### config.mk
export PLATFORM = sky130hd
export DESIGN_NAME = noc_router_lookup_mc
export DESIGN_NICKNAME = d
export VERILOG_FILES = /design/src/rtl/noc_router_lookup_mc.sv
export SDC_FILE = /design/constraint.sdc
export NUM_CORES = 1
export LEC_CHECK = 0
export ABC_AREA = 1
export BUFFER_PORTS_ARGS = -buffer_cell sky130_fd_sc_hd__buf_2
export CORE_UTILIZATION = 48
export CTS_CLUSTER_DIAMETER = 100
export DETAILED_ROUTE_END_ITERATION = 10
export MAX_ROUTING_LAYER = met4
export PLACE_DENSITY = 0.79
export RECOVER_POWER = 25
export SYNTH_ARGS = -nofsm -noshare
export SYNTH_HDL_FRONTEND = slang
export SYNTH_SLANG_ARGS = --single-unit
### constraint.sdc
create_clock -name clk -period 1.6 [get_ports clk]
set_input_delay 0.08 -clock clk [delete_from_list [all_inputs] [get_ports clk]]
set_output_delay 0.08 -clock clk [all_outputs]
set_load 0.02 [all_outputs]
### src/rtl/noc_router_lookup_mc.sv
// Route lookup and multicast fork for one NoC router input port.
// XY unicast routing plus two-phase rectangle broadcast, one-entry output register.
module noc_router_lookup_mc #(
  parameter int unsigned FLIT_WIDTH = 32,
  parameter int unsigned XW         = 2,
  parameter int unsigned YW         = 2,
  parameter int unsigned OUTPUTS    = 5,
  parameter logic [XW-1:0] X        = '0,
  parameter logic [YW-1:0] Y        = '0,
  parameter bit MC_EN               = 1'b1
) (
  input  logic                  clk,
  input  logic                  rst_n,
  input  logic [FLIT_WIDTH-1:0] in_flit,
  input  logic                  in_last,
  input  logic                  in_valid,
  output logic                  in_ready,
  output logic [FLIT_WIDTH-1:0] out_flit,
  output logic                  out_last,
  output logic [OUTPUTS-1:0]    out_valid,
  input  logic [OUTPUTS-1:0]    out_ready
);

  localparam int unsigned IDW     = XW + YW;
  localparam int unsigned NY_LSB  = IDW;
  localparam int unsigned EX_LSB  = IDW + YW;
  localparam int unsigned SY_LSB  = IDW + YW + XW;
  localparam int unsigned WX_LSB  = IDW + 2 * YW + XW;
  localparam int unsigned RW      = 5;
  localparam int unsigned D_LOCAL = 0;
  localparam int unsigned D_NORTH = 1;
  localparam int unsigned D_EAST  = 2;
  localparam int unsigned D_SOUTH = 3;
  localparam int unsigned D_WEST  = 4;

  // Header field views of the incoming flit
  logic [XW-1:0] dx;
  logic [YW-1:0] dy;
  logic [YW-1:0] north_y;
  logic [XW-1:0] east_x;
  logic [YW-1:0] south_y;
  logic [XW-1:0] west_x;
  logic          phase;

  assign dx      = in_flit[0 +: XW];
  assign dy      = in_flit[XW +: YW];
  assign north_y = in_flit[NY_LSB +: YW];
  assign east_x  = in_flit[EX_LSB +: XW];
  assign south_y = in_flit[SY_LSB +: YW];
  assign west_x  = in_flit[WX_LSB +: XW];
  assign phase   = MC_EN & in_flit[FLIT_WIDTH-1];

  logic                  occ;
  logic [OUTPUTS-1:0]    pend;
  logic [OUTPUTS-1:0]    worm;
  logic                  occ_d;
  logic [OUTPUTS-1:0]    pend_d;
  logic [OUTPUTS-1:0]    worm_d;
  logic [FLIT_WIDTH-1:0] flit_d;
  logic                  last_d;
  logic [RW-1:0]         route5;
  logic [OUTPUTS-1:0]    route;
  logic                  centre;
  logic                  idle;
  logic                  load;
  logic [OUTPUTS-1:0]    pend_left;

  // Output set of a header flit at this node
  always_comb begin
    route5 = '0;
    centre = 1'b0;
    if (phase) begin
      route5[D_LOCAL] = 1'b1;
      if (Y != dy) begin
        if ((Y > dy) && (Y < north_y)) route5[D_NORTH] = 1'b1;
        if ((Y < dy) && (Y > south_y)) route5[D_SOUTH] = 1'b1;
      end else begin
        if (Y != north_y)              route5[D_NORTH] = 1'b1;
        if (Y != south_y)              route5[D_SOUTH] = 1'b1;
        if ((X > dx) && (X < east_x))  route5[D_EAST]  = 1'b1;
        if ((X < dx) && (X > west_x))  route5[D_WEST]  = 1'b1;
      end
    end else if (dx > X) begin
      route5[D_EAST] = 1'b1;
    end else if (dx < X) begin
      route5[D_WEST] = 1'b1;
    end else if (dy > Y) begin
      route5[D_NORTH] = 1'b1;
    end else if (dy < Y) begin
      route5[D_SOUTH] = 1'b1;
    end else begin
      centre          = 1'b1;
      route5[D_LOCAL] = 1'b1;
      if (MC_EN) begin
        if (Y != north_y) route5[D_NORTH] = 1'b1;
        if (Y != south_y) route5[D_SOUTH] = 1'b1;
        if (X != east_x)  route5[D_EAST]  = 1'b1;
        if (X != west_x)  route5[D_WEST]  = 1'b1;
      end
    end
  end

  assign route     = OUTPUTS'(route5);
  assign idle      = (worm == '0);
  assign pend_left = pend & ~out_ready;
  assign in_ready  = !occ || (pend_left == '0);
  assign load      = in_valid && in_ready;
  assign out_valid = occ ? pend : '0;

  // Next state: load takes priority, otherwise fork drains the pending mask
  always_comb begin
    occ_d  = occ;
    pend_d = pend;
    worm_d = worm;
    flit_d = out_flit;
    last_d = out_last;
    if (load) begin
      flit_d = in_flit;
      if (idle && centre && MC_EN) flit_d[FLIT_WIDTH-1] = 1'b1;
      last_d = in_last;
      pend_d = idle ? route : worm;
      occ_d  = 1'b1;
      if (in_last) begin
        worm_d = '0;
      end else if (idle) begin
        worm_d = route;
      end
    end else begin
      pend_d = occ ? pend_left : '0;
      if (pend_d == '0) occ_d = 1'b0;
    end
  end

  always_ff @(posedge clk or negedge rst_n) begin
    if (!rst_n) begin
      occ      <= 1'b0;
      pend     <= '0;
      worm     <= '0;
      out_flit <= '0;
      out_last <= 1'b0;
    end else begin
      occ      <= occ_d;
      pend     <= pend_d;
      worm     <= worm_d;
      out_flit <= flit_d;
      out_last <= last_d;
    end
  end

endmodule

==> impl_metrics.toml <==
[yosys]
synth_seq_cells = 44
synth_top_area_cell = "dfrtp_1"
ys_async_sr_fraction = 1.000
ys_seq_area_frac = 0.5573
yosysWarningCount = 0
synthCells = 241
netlist_area_um2 = 1976
synth_area_leaders = "dfrtp_1 (56%), nand2_1 (24%), inv_1 (4.4%)"
ys.flop_type = "dfrtp_1"
synth_common_cells = "nand2_1 (126), dfrtp_1 (44), inv_1 (23)"
synth_enable_flop_cells = 0
synth_cell_types = 16
synth.most_common_cell = "nand2_1"
syn_area_per_cell_um2 = 8.198
syn_nets = 282
synth.top_cell.area_share = 0.5573

[clocking]
cts.sinks = 44
numCtsBuffers = 5
cts-root-buf = "clkbuf_8"
clkLatencyLatePin_ns = 0.29
clkTransAtPathRegs_ns = 0.08
ctsHoldBuffers = 20
htree_levels = 2
clockBufferDepth = 2
post_cts_buffers = 0
cts_resized = 0
tritoncts = "done"

[route]
drcViolationCount = 0
drt-initial-drc-count = 168
firstDrtPassIters = 4
vias = 1802
avgViaCountPerCell = 4.621
finalWirelength_um = 4474
postRouteAntennaNets = 0
wl_per_cell_um = 11.47

[setup_path]
required_ns = 1.52
reg2reg_from = "occ"
reg2reg_setup_slack_ns = 0.18
worst_setup_path_end_kind = "primary output"
reg2reg_to = "worm[0]"
r2r_cells = 9
crit_type = "reg -> out"
path_max_fanout = 7
cp_slowest_cell = "dfrtp_1"
crit_arrival_ns = 1.37
max_stage_delay_ns = 0.45
worstSetupStartpointType = "register"
critical_path.cell_chain = "nand2_1 -> inv_2 -> nand2_2 -> nand3_4 -> nor2_4 -> buf_2"

[power_and_ir_drop]
p_leak_nw = 1.612
p_per_area_nw_per_um2 = 1663
peakVddDrop_mv = 1.095
finalPower_mw = 4.469

[timing]
maxSlewViolCount = 0
hold_violations = 0
fin_crit_sh = 0.9046
rsz0062_at_grt = "no"
slew_headroom = 0.2690
fmax_mhz = 690.9
fin_crit_ns = 1.447
skew_ns = 0.003955
timing.final.ws_setup_ns = 0.1527
setup_viol = 0
fin_tns_setup_ns = 0
tightest_slew_ns = 1.096

[grt]
grt_pass1_vias = 1640
grt_max_degree = 48
grt_overflow_total = 0
grt_pass1_wl_um = 7417
track_usage = 0.2344
grt_antenna_before_repair = 0

[layout]
final_layout_size_suffix_gt1_frac = 0.2924
diodes = 0
syn_to_final_growth_pct = 36.04
nNetsFinal = 383

[hold_path]
hp-start = "in_flit[23]"
hold_path_class = "in -> reg"
min_to = "out_flit[23]"
min_path_cells = 3

[die]
die_h_um = 66.16
die_x_um = 66.16
die-area_um2 = 4376
core_um2 = 3799
start_util = 0.5201
io_pins = 80
rows = 22

[placement]
pre_cts_slack_ns = 0.1709
portBuffers = 79
dpl.hpwl_um = 3010
routabilityCongestion = 0.7668

[run_status]
status = "finished, final reports clean"

[job]
max-cap-violations = 0
## cell usage in the layout, fill, tap and decap left out
master,n
nand2_1,126
buf_2,78
dfrtp_1,44
inv_1,23
dlygate4sd3_1,20
nand3_1,9
o21ai_0,9
nor2_1,8
clkbuf_8,5
nand2_2,4
inv_2,3
buf_12,3
a21oi_1,2
nand2_4,1
nand3_4,1
nor2_4,1
nor3_4,1
o21ai_2,1
clkinv_2,1
clkinvlp_4,1
clkbuf_1,1
## flip-flops by register name, summed over array words and instances (netlist names)
name	count
pend	5
occ	1
worm	5
out_last	1
out_flit	32
## cell type report
| cell class | instances | area (um^2) |
|---|---|---|
| clock inverter | 2 | 12.51 |
| fill | 329 | 1111 |
| timing repair buffer | 102 | 654.4 |
| multi-input combinational | 163 | 693.2 |
| inverter | 26 | 97.59 |
| sequential | 44 | 1101 |
| tap | 48 | 60.06 |
| clock buffer | 5 | 68.82 |
## routing by layer
metal | share of wire | GRT usage | up-vias | wire (um)
li1 | - | - | 917 | -
met1 | 0.46 | 0.3224 | 813 | 2064
met2 | 0.47 | 0.3533 | 68 | 2110
met3 | 0.061 | 0.03966 | 4 | 272
met4 | 0.0058 | 0.07979 | 0 | 26
met5 | 0 | - | - | 0
## cells by family (layout without fill, tap and decap cells)
| kind of cell | count (synthesis) | in the layout | synth area share |
|---|---|---|---|
| buffers and inverters | 34 | 135 | 0.09183 |
| DFF | 44 | 44 | 0.5573 |
| and+or+nand+nor | 151 | 151 | 0.3186 |
| AOI/OAI and AO/OA | 12 | 12 | 0.03230 |
## through the flow
step | instance area, um^2 | utilization | instances | hold WS [ns]
4_1_cts | 2689 | 0.7078 | 390 | 0.004229
5_1_grt | 2688 | 0.7075 | 390 | 0.01734
2_1_floorplan | 1976 | - | 241 | -0.2156
6_report | 2688 | 0.7075 | 390 | 0.005944
3_5_place_dp | 2407 | 0.6337 | 363 | 0.05381
3_3_place_gp | 2407 | 0.6337 | 363 | 0.05083
## report_power, final
part / switching [mW] / leakage (nW) / internal (mW) / total [mW]
logic: 1.30 / 1.02 / 0.691 / 1.99
clock network: 0.356 / 0.0400 / 0.295 / 0.651
registers: 0.269 / 0.550 / 1.56 / 1.83
total: 1.92 / 1.61 / 2.55 / 4.47
## worst max path at each step
stage / slack [ns] / depth (start not counted) / end / startpoint
after global placement: 0.26 / 8 / worm[1] / occ
final: 0.15 / 6 / in_ready / occ
after detailed placement: 0.17 / 8 / worm[0] / occ
after CTS: 0.13 / 6 / in_ready / occ
after floorplan: 0.13 / 10 / out_flit[12] / occ
after global routing: 0.03 / 8 / out_flit[31] / occ
## critical path, delay by kind of cell (launching register included)
family	cells	cell delay [ns]
buffers and inverters	2	0.22
DFF	1	0.45
and+or+nand+nor	4	0.40
Power figures use the tool's default switching activity.
